`src/rtl/digit_serial_adder_pkg.sv`:
```
// Shared ALU constants for the digit-serial add/subtract path: FSM states,
// op-mode encoding, flag-register bit positions and the half-adder cell.
package digit_serial_adder_pkg;

   typedef enum logic [1:0] {
      S_IDLE = 2'd0,
      S_RUN  = 2'd1,
      S_DONE = 2'd2
   } state_t;

   localparam logic OP_ADD = 1'b0;
   localparam logic OP_SUB = 1'b1;

   localparam int FLAG_N = 3;
   localparam int FLAG_Z = 2;
   localparam int FLAG_C = 1;
   localparam int FLAG_V = 0;

   // Half-adder cell: returns {carry, sum}.
   function automatic logic [1:0] half_add(input logic i_x, input logic i_y);
      return {i_x & i_y, i_x ^ i_y};
   endfunction

endpackage

```
`src/rtl/digit_serial_adder_digit.sv`:
```
// DIGIT-wide ripple adder built from full adders, each made of two half-adder
// cells. Also exposes the carry into the top bit for overflow detection.
module digit_adder
   import digit_serial_adder_pkg::*;
#(
   parameter int DIGIT = 8
) (
   input  logic [DIGIT-1:0] x,
   input  logic [DIGIT-1:0] y,
   input  logic             cin,
   output logic [DIGIT-1:0] s,
   output logic             cout,
   output logic             c_msb_in
);

   logic [DIGIT:0] w_c;

   assign w_c[0] = cin;

   for (genvar i = 0; i < DIGIT; i++) begin : g_fa
      logic [1:0] w_h1;
      logic [1:0] w_h2;
      assign w_h1       = half_add(x[i], y[i]);
      assign w_h2       = half_add(w_h1[0], w_c[i]);
      assign s[i]       = w_h2[0];
      assign w_c[i + 1] = w_h1[1] | w_h2[1];
   end

   assign cout     = w_c[DIGIT];
   assign c_msb_in = w_c[DIGIT-1];

endmodule

```
`src/rtl/digit_serial_adder.sv`:
```
// Multi-cycle add/subtract unit: processes DIGIT bits per clock through a
// registered carry, then presents result and N/Z/C/V behind valid/ready.
module digit_serial_adder
   import digit_serial_adder_pkg::*;
#(
   parameter int WIDTH = 64,
   parameter int DIGIT = 8
) (
   input  logic             clk,
   input  logic             rst,
   input  logic             in_valid,
   output logic             in_ready,
   input  logic [WIDTH-1:0] a,
   input  logic [WIDTH-1:0] b,
   input  logic             sub,
   output logic             out_valid,
   input  logic             out_ready,
   output logic [WIDTH-1:0] result,
   output logic             flag_n,
   output logic             flag_z,
   output logic             flag_c,
   output logic             flag_v
);

   localparam int NUM_DIGITS = WIDTH / DIGIT;
   localparam int CNT_W      = (NUM_DIGITS > 1) ? $clog2(NUM_DIGITS) : 1;
   localparam logic [CNT_W-1:0] LAST_CNT = CNT_W'(NUM_DIGITS - 1);

   state_t                 r_state;
   state_t                 w_next;
   logic [WIDTH-1:0]       r_a;
   logic [WIDTH-1:0]       r_b;
   logic [WIDTH-1:0]       r_result;
   logic [CNT_W-1:0]       r_cnt;
   logic                   r_carry;
   logic                   r_c;
   logic                   r_v;
   logic                   r_live;
   logic [DIGIT-1:0]       w_sum;
   logic                   w_cout;
   logic                   w_msb_in;
   logic [WIDTH+DIGIT-1:0] w_res_cat;
   logic                   w_accept;
   logic                   w_last;

   digit_adder #(.DIGIT(DIGIT)) u_digit_adder (
      .x        (r_a[DIGIT-1:0]),
      .y        (r_b[DIGIT-1:0]),
      .cin      (r_carry),
      .s        (w_sum),
      .cout     (w_cout),
      .c_msb_in (w_msb_in)
   );

   assign w_accept  = in_valid && (r_state == S_IDLE);
   assign w_last    = (r_cnt == LAST_CNT);
   // Operands shift down one digit per cycle; sums enter the result from the top.
   assign w_res_cat = {w_sum, r_result};

   always_comb begin
      w_next    = r_state;
      in_ready  = 1'b0;
      out_valid = 1'b0;
      case (r_state)
         S_IDLE: begin
            in_ready = 1'b1;
            if (in_valid) w_next = S_RUN;
         end
         S_RUN: begin
            if (w_last) w_next = S_DONE;
         end
         S_DONE: begin
            out_valid = 1'b1;
            if (out_ready) w_next = S_IDLE;
         end
         default: w_next = S_IDLE;
      endcase
   end

   always_ff @(posedge clk or posedge rst) begin
      if (rst) r_state <= S_IDLE;
      else     r_state <= w_next;
   end

   always_ff @(posedge clk or posedge rst) begin
      if (rst) begin
         r_a      <= '0;
         r_b      <= '0;
         r_result <= '0;
         r_cnt    <= '0;
         r_carry  <= 1'b0;
         r_c      <= 1'b0;
         r_v      <= 1'b0;
         r_live   <= 1'b0;
      end else if (w_accept) begin
         r_a     <= a;
         r_b     <= (sub == OP_SUB) ? ~b : b;
         r_carry <= sub;
         r_cnt   <= '0;
      end else if (r_state == S_RUN) begin
         r_a      <= r_a >> DIGIT;
         r_b      <= r_b >> DIGIT;
         r_result <= w_res_cat[WIDTH+DIGIT-1:DIGIT];
         r_carry  <= w_cout;
         r_cnt    <= r_cnt + 1'b1;
         if (w_last) begin
            r_c    <= w_cout;
            r_v    <= w_cout ^ w_msb_in;
            r_live <= 1'b1;
         end
      end
   end

   // N/Z stay low out of reset until a first result has been produced.
   assign result = r_result;
   assign flag_n = r_live & r_result[WIDTH-1];
   assign flag_z = r_live & (r_result == '0);
   assign flag_c = r_c;
   assign flag_v = r_v;

endmodule

```
`config.mk`:
```
export PLATFORM = sky130hd
export DESIGN_NAME = digit_serial_adder
export DESIGN_NICKNAME = d
export VERILOG_FILES = /design/src/rtl/digit_serial_adder_pkg.sv /design/src/rtl/digit_serial_adder_digit.sv /design/src/rtl/digit_serial_adder.sv
export SDC_FILE = /design/constraint.sdc
export NUM_CORES = 1
export LEC_CHECK = 0
export BUFFER_PORTS_ARGS = -buffer_cell sky130_fd_sc_hd__buf_2
export CAP_MARGIN = 15
export CELL_PAD_IN_SITES_DETAIL_PLACEMENT = 1
export CELL_PAD_IN_SITES_GLOBAL_PLACEMENT = 2
export CORE_ASPECT_RATIO = 1.2
export CORE_MARGIN = 3
export CORE_UTILIZATION = 32
export DETAILED_ROUTE_END_ITERATION = 16
export PLACE_DENSITY = 0.91
export SLEW_MARGIN = 20
export SYNTH_ARGS = -nofsm -noshare
export SYNTH_HDL_FRONTEND = slang
export SYNTH_SLANG_ARGS = --single-unit
```
`constraint.sdc`:
```
create_clock -name clk -period 8.7 [get_ports clk]
set_input_delay 1.74 -clock clk [delete_from_list [all_inputs] [get_ports clk]]
set_output_delay 1.74 -clock clk [all_outputs]
set_load 0.02 [all_outputs]
```
== Yosys cells after proc, flatten, opt, wreduce, memory -nomap -nowiden ==
Index checks and enable logic that the tools add are counted.

* Output and inout port bits: 70
* Input bits: 133
* Logic and storage cells: 83
* Register bits after elaboration: 201

* Bitwise logic cells: 45
* Multiplexer cells: 15
* Equal/unequal tests: 6
* $add $sub $neg: 1
* Reductions and logical operators: 7

{| class="wikitable"
|+ Operator list
! kind !! number
|-
| two-way mux 64 bit || 5
|-
| zero test 64 bit || 1
|-
| inverter 64 bit || 1
|-
| bitwise AND 1 bit || 18
|-
| bitwise XOR 1 bit || 17
|-
| OR 1 bit || 8
|-
| two-way mux 2 bit || 3
|-
| two-way mux 3 bit || 2
|-
| inequality test 2 bit (second input constant) || 3
|-
| case mux 2 bit (3 select lines) || 1
|-
| AND reduction 3 bit || 2
|-
| two-way mux 1 bit || 4
|-
| adder 3 x 1 -> 3 bit (second input constant) || 1
|-
| == test 3 bit (second input constant) || 1
|-
| == test 2 x 1 -> 1 bit (second input constant) || 1
|-
| == test 2 bit (second input constant) || 1
|-
| zero test 2 bit || 1
|-
| AND reduction 2 bit || 1
|-
| nonzero test 2 bit || 1
|-
| logical AND 1 bit || 1
|-
| inverter 1 bit || 1
|}

== Longest topological paths before layout ==
Gate-level depths: netlist of run 1.

* Depth in word-level cells: 19
* Depth in mapped cells: 13
* Depth with buffers taken out: 13

== Modules after synthesis ==
A second synthesis of run 1 with hierarchy kept.

* Cells, all modules: 1032
* Area total of the unflattened synthesis: 9176.3 sq um

{| class="wikitable"
|+ Modules (own cells, without submodules)
! module !! times used !! cells an instance !! seq. area each (sq um) !! area each (sq um)
|-
| digit_serial_adder || 1 || 1014 || 5029.8 || 8978.6
|-
| digit_adder || 1 || 18 || 0.0 || 197.7
|}

== Least setup slack after synthesis of run 1 ==
No wires, ideal clock.

* Kind: reg-to-reg
* From: register r_a[0]
* To: register r_carry
* Buffers on the path: 0
* Required time: 8574 ps
* Arrival: 3484 ps
* Setup time: 126 ps
* Period minus slack after synthesis: 3610 ps
* Path slack: 5090 ps
* Cell stages (with the launch flop): 14
* Cells stage by stage: dfrtp_1 > inv_1 > fa_1 > inv_1 > fa_1 > fa_1 > fa_1 > fa_1 > fa_1 > fa_1 > inv_1 > fa_1 > nor2_1 > a221o_1

* Word-level cells in the longest chain between the ends: 19
* Elaborated cells between the ends (all ways): 20
* Those cells by class: mux (2); bitwise (18)

{| class="wikitable"
|+ RTL lines
! item !! RTL line !! RTL
|-
| start: declaration || digit_serial_adder.sv:31 || <nowiki>logic [WIDTH-1:0] r_a;</nowiki>
|-
| start signal: assignment || digit_serial_adder.sv:101 || <nowiki>r_a <= r_a >> DIGIT;</nowiki>
|-
| bitwise XOR 1 bit || digit_serial_adder_pkg.sv:21 || <nowiki>return {i_x & i_y, i_x ^ i_y};</nowiki>
|-
| bitwise AND 1 bit || digit_serial_adder_pkg.sv:21 ||
|-
| OR 1 bit (*) || digit_serial_adder_digit.sv:26 || <nowiki>assign w_c[i + 1] = w_h1[1] | w_h2[1];</nowiki>
|-
| bitwise AND 1 bit (*) || digit_serial_adder_pkg.sv:21 ||
|-
| OR 1 bit (*) || digit_serial_adder_digit.sv:26 ||
|-
| bitwise AND 1 bit (*) || digit_serial_adder_pkg.sv:21 ||
|-
| OR 1 bit (*) || digit_serial_adder_digit.sv:26 ||
|-
| bitwise AND 1 bit (*) || digit_serial_adder_pkg.sv:21 ||
|-
| [... 3 more ...] || - ||
|-
| bitwise AND 1 bit (*) || digit_serial_adder_pkg.sv:21 ||
|-
| OR 1 bit (*) || digit_serial_adder_digit.sv:26 ||
|-
| bitwise AND 1 bit (*) || digit_serial_adder_pkg.sv:21 ||
|-
| OR 1 bit (*) || digit_serial_adder_digit.sv:26 ||
|-
| bitwise AND 1 bit (*) || digit_serial_adder_pkg.sv:21 ||
|-
| OR 1 bit (*) || digit_serial_adder_digit.sv:26 ||
|-
| two-way mux 1 bit (*) || digit_serial_adder.sv:100 || <nowiki>end else if (r_state == S_RUN) begin</nowiki>
|-
| two-way mux 1 bit (*) || digit_serial_adder.sv:95 || <nowiki>end else if (w_accept) begin</nowiki>
|-
| end signal: assignment || digit_serial_adder.sv:98 || <nowiki>r_carry <= sub;</nowiki>
|-
| end signal: assignment || digit_serial_adder.sv:104 || <nowiki>r_carry <= w_cout;</nowiki>
|-
| end: declaration || digit_serial_adder.sv:35 || <nowiki>logic r_carry;</nowiki>
|}

Mark *: on every way between the ends. The rest lies on a longest branch, timed or not. The select of a mux whose other input is x is not followed.
A chain may end at the register's enable or synchronous reset.

== Worst setup path after layout of run 1 ==
* From: register r_result[58] (netlist: result[58])
* To: output port flag_z

* Word-level cells in the longest chain between the ends: 2

{| class="wikitable"
|+ RTL lines
! item !! RTL line !! RTL
|-
| start: declaration || digit_serial_adder.sv:33 || <nowiki>logic [WIDTH-1:0] r_result;</nowiki>
|-
| start signal: assignment || digit_serial_adder.sv:103 || <nowiki>r_result <= w_res_cat[WIDTH+DIGIT-1:DIGIT];</nowiki>
|-
| zero test 64 bit || digit_serial_adder.sv:117 || <nowiki>assign flag_z = r_live & (r_result == '0);</nowiki>
|-
| bitwise AND 1 bit || digit_serial_adder.sv:117 ||
|-
| end: declaration || digit_serial_adder.sv:20 || <nowiki>output logic flag_z,</nowiki>
|}

No other way between the ends.

==> metrics.csv, run 1 <==
stage;metric;value;unit
outcome;outcome;complete, no violations;
sta;slew_viol_final;0;
global_route;grt_pass1_wl;42200;um
floorplanning;rows;67;
power;power;4.35;mW
global_route;grt.total_usage;16.7;%
synth;synth-simple-area-share;22.8;%
floorplanning;ios;203;
critical_path;cp-endpoint;flag_z;
layout;fill_cells;3363;
critical_path;ff2ff_setup_slack;4.82;ns
route;drt_iter0_drc;369;
critical_path;r2r-start;r_a[0];
synth;ys_ff_latch;201;
critical_path;critical_path_class;reg2out;
sta;final_critical_path_setup_slack;4.78;ns
synth;syn_area;9150;um^2
critical_path;cp-end-kind;primary output;
synth;synthFlopType;dfrtp_1;
synth;synth_compound_area_share;9.95;%
sta;worst_hold_slack;0.475;ns
critical_path;crit_path_top_delay_cell;nor4_1;
clocking;cts_htree_levels;1;
floorplanning;die_h;191;um
synth;synth_nets;1168;
synth;yosys-top-cells-area;dfrtp_1, nand2_1, xor2_1;
synth;synth_top_area_share;54.9;%
synth;async_flop_share;100;%
power;irDropWorstVdd;166;uV
layout;nets;1332;
power;power_density;390;nW/um^2
hold_path;hp-class;reg2reg;
synth;synth_edf_count;0;
sta;rsz0062_at_grt;false;
clocking;clock-sinks;201;
critical_path;crit_required;6.96;ns
sta;min_period_over_period;45.0;%
critical_path;critPathMaxFanout;4;
layout;fin_cells;1587;
sta;finalSetupViolCount;0;
floorplanning;start_util;32.6;%
synth;synth_cells;1025;
synth;yosysMostFrequentCell;nand2_1;
critical_path;crit_top_cell;nor4_1;
route;drc;0;
critical_path;timing.rr.end;r_carry;
global_route;antenna_found_initial;2;
clocking;post_cts_buffers;0;
route;vias;7667;
critical_path;worstSetupStartpointType;flop;
critical_path;cp_top_family;simple AND/OR/NAND/NOR gates;
clocking;cts_buffers;23;
sta;relSlewSlack;30.8;%
global_route;gr-total-overflow;0;
job;cap_violations;0;
sta;worst_pin_slew;1.04;ns
clocking;cts_tree;built;
placed_design;place_ws;4.83;ns
critical_path;cp_num_cells;4;
clocking;postCtsResizedCells;0;
global_route;grt_pass1_vias;7910;
global_route;grt_start_max_net_pins;129;
synth;synth_top_family_by_area;simple AND/OR/NAND/NOR gates;
layout;stdcell_area;11100;um^2
sta;fmax;255;MHz
floorplanning;die_w;160;um
synth;synth-xor-area-share;6.22;%
layout;areaGrowthSynthToFinish;21.8;%
placed_design;dpl_cell_area;10400;um^2
sta;clock_skew;0.0133;ns
clocking;cts.root.buffer_cell;clkbuf_16;
clocking;hold_buffers;0;
placed_design;hpwlAfterDp;17400;um
placed_design;port_buffers;202;
clocking;clk_pin_slew;0.06;ns
route;antenna_left;0;
route;wirelength;26100;um
layout;final_layout_size_suffix_gt1_share;20.7;%
route;wire_per_inst;16.4;um
clocking;cts_buffer_depth;3;
critical_path;critPathBufInv;1;
synth;yosys-top-cells-count;nand2_1, dfrtp_1, nor2_1, xor2_1, a31oi_1;
route;firstDrtPassIters;4;
synth;synth_fa_ha_area_share;2.02;%
power;leakage;5.64;nW
floorplanning;dieArea;30700;um^2
synth;yosys.area.top_type;dfrtp_1;
route;vias_per_cell;4.83;
floorplanning;core;28100;um^2
critical_path;cp-startpoint;result[58];
critical_path;worstPathArrival;2.18;ns
sta;timing.setup.tns;0;ns
synth;postSynthAreaPerCell;8.93;um^2
synth;synth.area.mux_share;0;%
synth;yosysWarnings;0;
sta;period_minus_slack;3.92;ns
placed_design;dpl.cell_count;1543;
synth;seq_area_frac_synth;54.9;%
layout;utilization;39.7;%
critical_path;worst_path_largest_cell_delay;0.59;ns
synth;synth_cell_types;27;
critical_path;path_cells;nor4_1, nand4_1, nor4_1, buf_2;
placed_design;gp_congestion;0.821;
critical_path;ff2ff_path_depth;13;
sta;hold_viol;0;
clocking;clock_latency;0.51;ns
registers in the layout (all words and copies together), names as in the netlist:
register / cells
r_carry: 1
r_a: 64
flag_v: 1
r_live: 1
r_b: 64
result: 64
flag_c: 1
r_state: 2
r_cnt: 3
worst reg2reg max path, stage by stage, from the launching register on:
cell and delay, ns:
dfrtp_1 0.36, inv_1 0.09, fa_1 0.18, inv_1 0.05, fa_1 0.38, fa_1 0.40
fa_1 0.39, fa_1 0.41, fa_1 0.41, fa_1 0.42, inv_1 0.09, fa_1 0.22
nor2_1 0.06, a221o_1 0.30
worst min path at each step:
stage                  from       to  cells after the start  slack [ns]
global route        r_a[21]  r_a[21]                      2        0.49
detailed placement  r_a[11]  r_a[11]                      2        0.46
CTS                 r_a[16]  r_a[16]                      2        0.48
floorplan            r_live   r_live                      1        0.44
finish              r_a[52]  r_a[52]                      2        0.47
global placement    r_a[12]  r_a[12]                      2        0.46
layout make-up:
| cell class | instances | area, um^2 | share of cell area [%] |
|---|---|---|---|
| diodes | 3 | 7.51 | 0.0673 |
| clock buffers | 35 | 671 | 6.02 |
| clock inverters | 6 | 62.6 | 0.561 |
| inverters | 9 | 41.3 | 0.370 |
| multi-input cells | 744 | 3780 | 34.0 |
| flip-flops and latches | 201 | 5030 | 45.1 |
| well taps | 379 | 474 | 4.25 |
| repair buffers | 210 | 1080 | 9.66 |
power by group:
group / switching, mW / total (mW) / internal, mW
clock network: 0.379 / 0.940 / 0.561
registers: 0.341 / 1.71 / 1.37
logic: 1.11 / 1.69 / 0.587
cell families after synthesis:
| logic type | count (synthesis) |
|---|---|
| simple gates | 531 |
| flops | 201 |
| compound gates | 138 |
| buf+inv | 80 |
| xor+xnor | 65 |
| fa+ha+maj | 10 |
per-layer routing:
metal,vias up,GRT usage [%],wire [um]
li1,3686,-,-
met1,3736,21.6,11100
met2,194,28.8,12900
met3,49,2.73,1310
met4,2,5.44,722
met5,-,0,13
cells in the final DEF (no fill, tap or decap), types with 10 or more instances in the layout:
| cell type | Yosys | layout |
|---|---|---|
| dfrtp_1 | 201 | 201 |
| buf_2 | 51 | 201 |
| clkbuf_16 | 0 | 23 |
| nand2_1 | 433 | 432 |
| a31oi_1 | 56 | 56 |
| nand3_1 | 10 | 10 |
| nor4_1 | 15 | 15 |
| o21ai_0 | 20 | 20 |
| xor2_1 | 57 | 57 |
| a22oi_1 | 54 | 54 |
| nor2_1 | 60 | 59 |
Note: power is estimated with default switching activity, not from simulation.
==> run 2: changes to the inputs <==
--- a/config.mk
+++ b/config.mk
@@ -11,9 +11,9 @@
 export CELL_PAD_IN_SITES_GLOBAL_PLACEMENT = 2
 export CORE_ASPECT_RATIO = 1.2
 export CORE_MARGIN = 3
-export CORE_UTILIZATION = 32
+export CORE_UTILIZATION = 29
 export DETAILED_ROUTE_END_ITERATION = 16
-export PLACE_DENSITY = 0.91
+export PLACE_DENSITY = 0.87
 export SLEW_MARGIN = 20
 export SYNTH_ARGS = -nofsm -noshare
 export SYNTH_HDL_FRONTEND = slang
==> constraint.sdc (replaced) <==
create_clock -name clk -period 3.2 [get_ports clk]
set_input_delay 0.64 -clock clk [delete_from_list [all_inputs] [get_ports clk]]
set_output_delay 0.64 -clock clk [all_outputs]
set_load 0.02 [all_outputs]
==> metrics.csv, run 2 (same netlist as run 1, synthesis figures left out) <==
stage;metric;value;unit;change
layout;utilization;36.8;%;-2.9 points
global_route;grt_pass1_wl;44000;um;+4.4%
power;irDropWorstVdd;503;uV;+200%
route;vias_per_cell;4.81;;-0.48%
clocking;clock_latency;0.50;ns;about the same
sta;timing.setup.tns;-0.849;ns;-0.849 ns
clocking;cts.root.buffer_cell;clkbuf_16;;
placed_design;dpl_cell_area;10600;um^2;+1.9%
placed_design;dpl.cell_count;1571;;+1.8%
sta;min_period_over_period;109;%;
critical_path;critPathMaxFanout;3;;-1
critical_path;worstSetupStartpointType;flop;;
sta;final_critical_path_setup_slack;-0.303;ns;-5.09 ns
sta;slew_viol_final;0;;unchanged
global_route;grt_start_max_net_pins;80;;-38%
job;cap_violations;0;;unchanged
outcome;failed_checks;setup timing;;
route;drc;0;;unchanged
global_route;grt_pass1_vias;8171;;+3.3%
placed_design;hpwlAfterDp;18900;um;+8.1%
floorplanning;dieArea;33700;um^2;+10%
route;antenna_left;0;;unchanged
power;leakage;5.71;nW;+1.2%
sta;period_minus_slack;3.50;ns;
critical_path;critical_path_class;reg2reg;;
sta;worst_hold_slack;0.114;ns;-0.361 ns
global_route;antenna_found_initial;1;;-1
route;wirelength;27400;um;+5.0%
layout;stdcell_area;11400;um^2;+1.8%
floorplanning;core;30800;um^2;+9.8%
clocking;clk_pin_slew;0.06;ns;about the same
clocking;cts_tree;built;;
floorplanning;ios;203;;unchanged
critical_path;worstPathArrival;3.89;ns;+1.71 ns
route;vias;7755;;+1.1%
floorplanning;rows;70;;+4.5%
layout;nets;1348;;+1.2%
clocking;cts_buffer_depth;3;;unchanged
layout;final_common_cell;nand2_1;;
placed_design;port_buffers;202;;unchanged
route;drt_iter0_drc;484;;+31%
layout;final_layout_size_suffix_gt1_share;22.5;%;+1.8 points
sta;hold_viol;0;;unchanged
sta;clock_skew;0.00802;ns;-0.00525 ns
floorplanning;start_util;29.7;%;-2.9 points
sta;relSlewSlack;58.5;%;+28 points
clocking;clock-sinks;201;;unchanged
clocking;cts_buffers;23;;unchanged
clocking;cts_htree_levels;1;;unchanged
sta;worst_pin_slew;0.623;ns;-0.415 ns
global_route;grt.total_usage;15.9;%;-0.84 points
power;power;12.1;mW;+180%
global_route;gr-total-overflow;0;;unchanged
route;firstDrtPassIters;5;;+1
placed_design;gp_congestion;0.833;;+1.5%
floorplanning;die_w;168;um;+4.9%
power;power_density;1070;nW/um^2;+170%
layout;areaGrowthSynthToFinish;24.0;%;
outcome;outcome;complete, but fails checks;;
placed_design;place_ws;-0.299;ns;-5.13 ns
critical_path;crit_required;3.58;ns;-3.38 ns
sta;finalSetupViolCount;4;;+4
route;wire_per_inst;17.0;um;+3.3%
sta;fmax;285;MHz;
layout;most-common-layout-cells;nand2_1, dfrtp_1, buf_2;;
layout;fin_cells;1613;;+1.6%
hold_path;hp-class;in2async;;
layout;diodes;0;;-3
critical_path;cp-end-kind;flop;;
floorplanning;die_h;201;um;+4.9%
layout;fill_cells;3698;;+10%
sta;rsz0062_at_grt;true;;
-- run 2: cell types whose count changed in the layout (fill, tap and decap cells not counted), sizes merged --
| cell | before | now |
|---|---|---|
| clkbuf | 35 | 33 |
| bufinv | 1 | 2 |
| inv | 11 | 8 |
| buf | 210 | 226 |
| clkinv | 3 | 1 |
| clkinvlp | 0 | 2 |
| diode | 3 | 0 |
-- run 2: worst max-delay path, stage by stage (launching register included) --
cell	delay, ns
dfrtp_1	0.39
inv_2	0.07
fa_2	0.20
inv_2	0.04
fa_2	0.34
fa_2	0.34
fa_2	0.34
fa_2	0.35
fa_2	0.35
fa_2	0.35
inv_2	0.06
fa_2	0.21
nor2_1	0.05
a221o_1	0.27
-- run 2: final cells by class --
type | count | area (um^2) | share of cell area (%)
tap | 396 | 495 | 4.36
multi-input combinational | 744 | 3800 | 33.5
sequential | 201 | 5030 | 44.3
inverter | 9 | 37.5 | 0.331
clock inverter | 4 | 72.6 | 0.639
timing repair buffer | 226 | 1270 | 11.2
clock buffer | 33 | 643 | 5.67
-- run 2: final timing paths --
path | cells past startpoint | start | slack [ns] | endpoint
max in group asynchronous | 3 | rst | 2.36 | r_b[7]
hold / removal | 2 | rst | 0.11 | r_a[55]
setup / recovery | 13 | r_b[0] | -0.30 | r_carry
setup reg to reg | 13 | r_b[0] | -0.30 | r_carry
hold reg to reg | 2 | r_a[13] | 0.48 | r_a[13]
min in group clk | 2 | out_ready | 0.33 | r_state[1]
-- run 2: timing repair --
action / CTS / global route
endpoints found under the setup margin: 4 / 5
gates cloned: 0 / 0
gates resized for setup: 3 / 0
buffers inserted: 4 / 1
pin swaps: 1 / 0
hold buffers: 0 / 0
-- run 2: metal layers --
metal	vias up	wire length (um)	track usage, %
li1	3707	-	-
met1	3831	12400	21.6
met2	181	13300	27.2
met3	36	1160	1.87
met4	0	500	3.74
met5	-	0	0
-- run 2: report_power, final --
group / switching, mW / internal, mW
logic: 3.11 / 1.75
registers: 0.935 / 3.73
clock network: 1.03 / 1.54
==> run 3: changes to the inputs <==
--- a/config.mk
+++ b/config.mk
@@ -9,7 +9,6 @@
 export CAP_MARGIN = 15
 export CELL_PAD_IN_SITES_DETAIL_PLACEMENT = 1
 export CELL_PAD_IN_SITES_GLOBAL_PLACEMENT = 2
-export CORE_ASPECT_RATIO = 1.2
 export CORE_MARGIN = 3
 export CORE_UTILIZATION = 29
 export DETAILED_ROUTE_END_ITERATION = 16
==> metrics.csv, run 3 (same netlist as run 1, synthesis figures left out) <==
stage;metric;value;unit;change
clocking;cts_htree_levels;1;;unchanged
outcome;failed_checks;setup timing;;
sta;finalSetupViolCount;4;;unchanged
layout;final_common_cell;nand2_1;;
critical_path;crit_required;3.60;ns;+0.02 ns
clocking;cts_buffer_depth;3;;unchanged
route;vias;7719;;-0.46%
sta;hold_viol;0;;unchanged
route;firstDrtPassIters;5;;unchanged
power;irDropWorstVdd;507;uV;+0.94%
route;drc;0;;unchanged
floorplanning;dieArea;33700;um^2;about the same
critical_path;worstPathArrival;3.84;ns;-0.05 ns
critical_path;critPathMaxFanout;3;;unchanged
global_route;gr-total-overflow;0;;unchanged
critical_path;worstSetupStartpointType;flop;;
global_route;grt_pass1_vias;8020;;-1.8%
floorplanning;ios;203;;unchanged
sta;fmax;290;MHz;+1.7%
clocking;cts_tree;built;;
floorplanning;die_w;184;um;+9.2%
critical_path;path_cells;inv_2, fa_1, inv_1, fa_2, fa_2, fa_2, fa_2, fa_2, fa_2, inv_2, fa_2, nor2_1, a221o_1;;
layout;most-common-layout-cells;nand2_1, dfrtp_1, buf_2;;
sta;relSlewSlack;33.2;%;-25 points
critical_path;worst_path_largest_cell_delay;0.39;ns;about the same
route;antenna_left;0;;unchanged
layout;final_layout_size_suffix_gt1_share;23.1;%;+0.56 points
placed_design;dpl.cell_count;1571;;unchanged
clocking;cts_buffers;24;;+4.3%
sta;worst_pin_slew;1.00;ns;+0.378 ns
layout;nets;1349;;+0.074%
route;wirelength;27700;um;+1.1%
layout;fin_cells;1618;;+0.31%
power;leakage;5.74;nW;+0.65%
critical_path;cp_top_family;adder cells;;
route;wire_per_inst;17.1;um;+0.75%
sta;slew_viol_final;0;;unchanged
critical_path;crit_top_cell;fa_2;;
critical_path;cp-startpoint;r_b[0];;
global_route;antenna_found_initial;2;;+1
sta;final_critical_path_setup_slack;-0.245;ns;+0.0582 ns
critical_path;r2r-start;r_b[0];;
critical_path;cp-end-kind;flop;;
power;power_density;1080;nW/um^2;+1.6%
critical_path;critical_path_class;reg2reg;;
placed_design;hpwlAfterDp;18800;um;-0.26%
layout;utilization;37.1;%;+0.24 points
critical_path;critPathBufInv;3;;unchanged
placed_design;gp_congestion;0.790;;-5.2%
critical_path;crit_path_top_delay_cell;dfrtp_1;;
floorplanning;rows;64;;-8.6%
sta;min_period_over_period;108;%;-1.8 points
clocking;clock-sinks;201;;unchanged
route;drt_iter0_drc;403;;-17%
clocking;hold_buffers;0;;unchanged
hold_path;hp-class;in2async;;
layout;areaGrowthSynthToFinish;24.8;%;
global_route;grt.total_usage;16.0;%;+0.094 points
sta;clock_skew;0.00861;ns;+0.000592 ns
layout;diodes;0;;unchanged
floorplanning;core;30800;um^2;unchanged
outcome;outcome;complete, but fails checks;;
clocking;clk_pin_slew;0.06;ns;about the same
floorplanning;die_h;184;um;-8.5%
sta;rsz0062_at_grt;true;;
global_route;grt_start_max_net_pins;116;;+45%
placed_design;port_buffers;202;;unchanged
clocking;cts.root.buffer_cell;clkbuf_16;;
floorplanning;start_util;29.7;%;unchanged
critical_path;ff2ff_setup_slack;-0.24;ns;+0.06 ns
clocking;clock_latency;0.51;ns;about the same
sta;period_minus_slack;3.44;ns;-0.0582 ns
layout;fill_cells;3643;;-1.5%
job;cap_violations;0;;unchanged
route;vias_per_cell;4.77;;-0.77%
global_route;grt_pass1_wl;43600;um;-1.0%
-- run 3: changes by cell type in the layout (fill, tap and decap cells not counted), sizes merged --
cell      before  now
clkinvlp       2    5
clkinv         1    4
bufinv         2    1
-- run 3: worst paths after layout --
kind | depth (start not counted) | to
max in group asynchronous | 3 | r_cnt[2]
min in group clk | 3 | r_a[57]
worst max register to register | 13 | r_carry
worst min register to register | 2 | r_a[13]
worst max-delay path | 13 | r_carry
worst min-delay path | 3 | r_a[60]
-- run 3: per-layer routing --
layer,up-vias,track usage (%),wire [um]
met2,175,26.6,13200
met1,3786,21.9,12600
li1,3713,-,-
met5,-,0,21
met3,41,2.65,1210
met4,4,3.96,590
-- run 3: final cells by class --
type	instances	area, um^2	share of cell area (%)
Inverter	9	37.5	0.328
Sequential cell	201	5030	44.0
Multi-Input combinational cell	744	3810	33.3
Tap cell	396	495	4.34
Clock buffer	33	706	6.18
Timing Repair Buffer	226	1270	11.1
Clock inverter	9	83.8	0.734
-- run 3: report_power, final --
part | leakage, nW | internal [mW] | switching [mW]
registers | 2.52 | 3.73 | 0.978
clock network | 0.378 | 1.62 | 1.10
logic | 2.85 | 1.82 | 3.11
-- run 3: per-stage QoR --
stage / cell area (um^2) / setup TNS (ns) / worst slack, ns / hold WS, ns / power [mW]
after global routing: 11400 / -1.30 / -0.379 / 0.328 / 13.4
after detailed placement: 10600 / -0.791 / -0.277 / 0.464 / 9.71
after floorplan: 9180 / -8.79 / -0.135 / 0.441 / 7.87
after global placement: 10600 / -0.615 / -0.219 / 0.459 / 9.51
final: 11400 / -0.789 / -0.245 / 0.278 / 12.4
after CTS: 11400 / -0.800 / -0.253 / 0.304 / 12.6
-- run 3: tightest hold or removal path: cells and delay by family --
kind	cells	cell delay [ns]
buffers and inverters	3	0.62
-- run 3: timing repair --
action	in CTS	in global routing
setup buffers	3	2
setup endpoints to repair	4	4
resized for setup	2	0
cloned	0	0
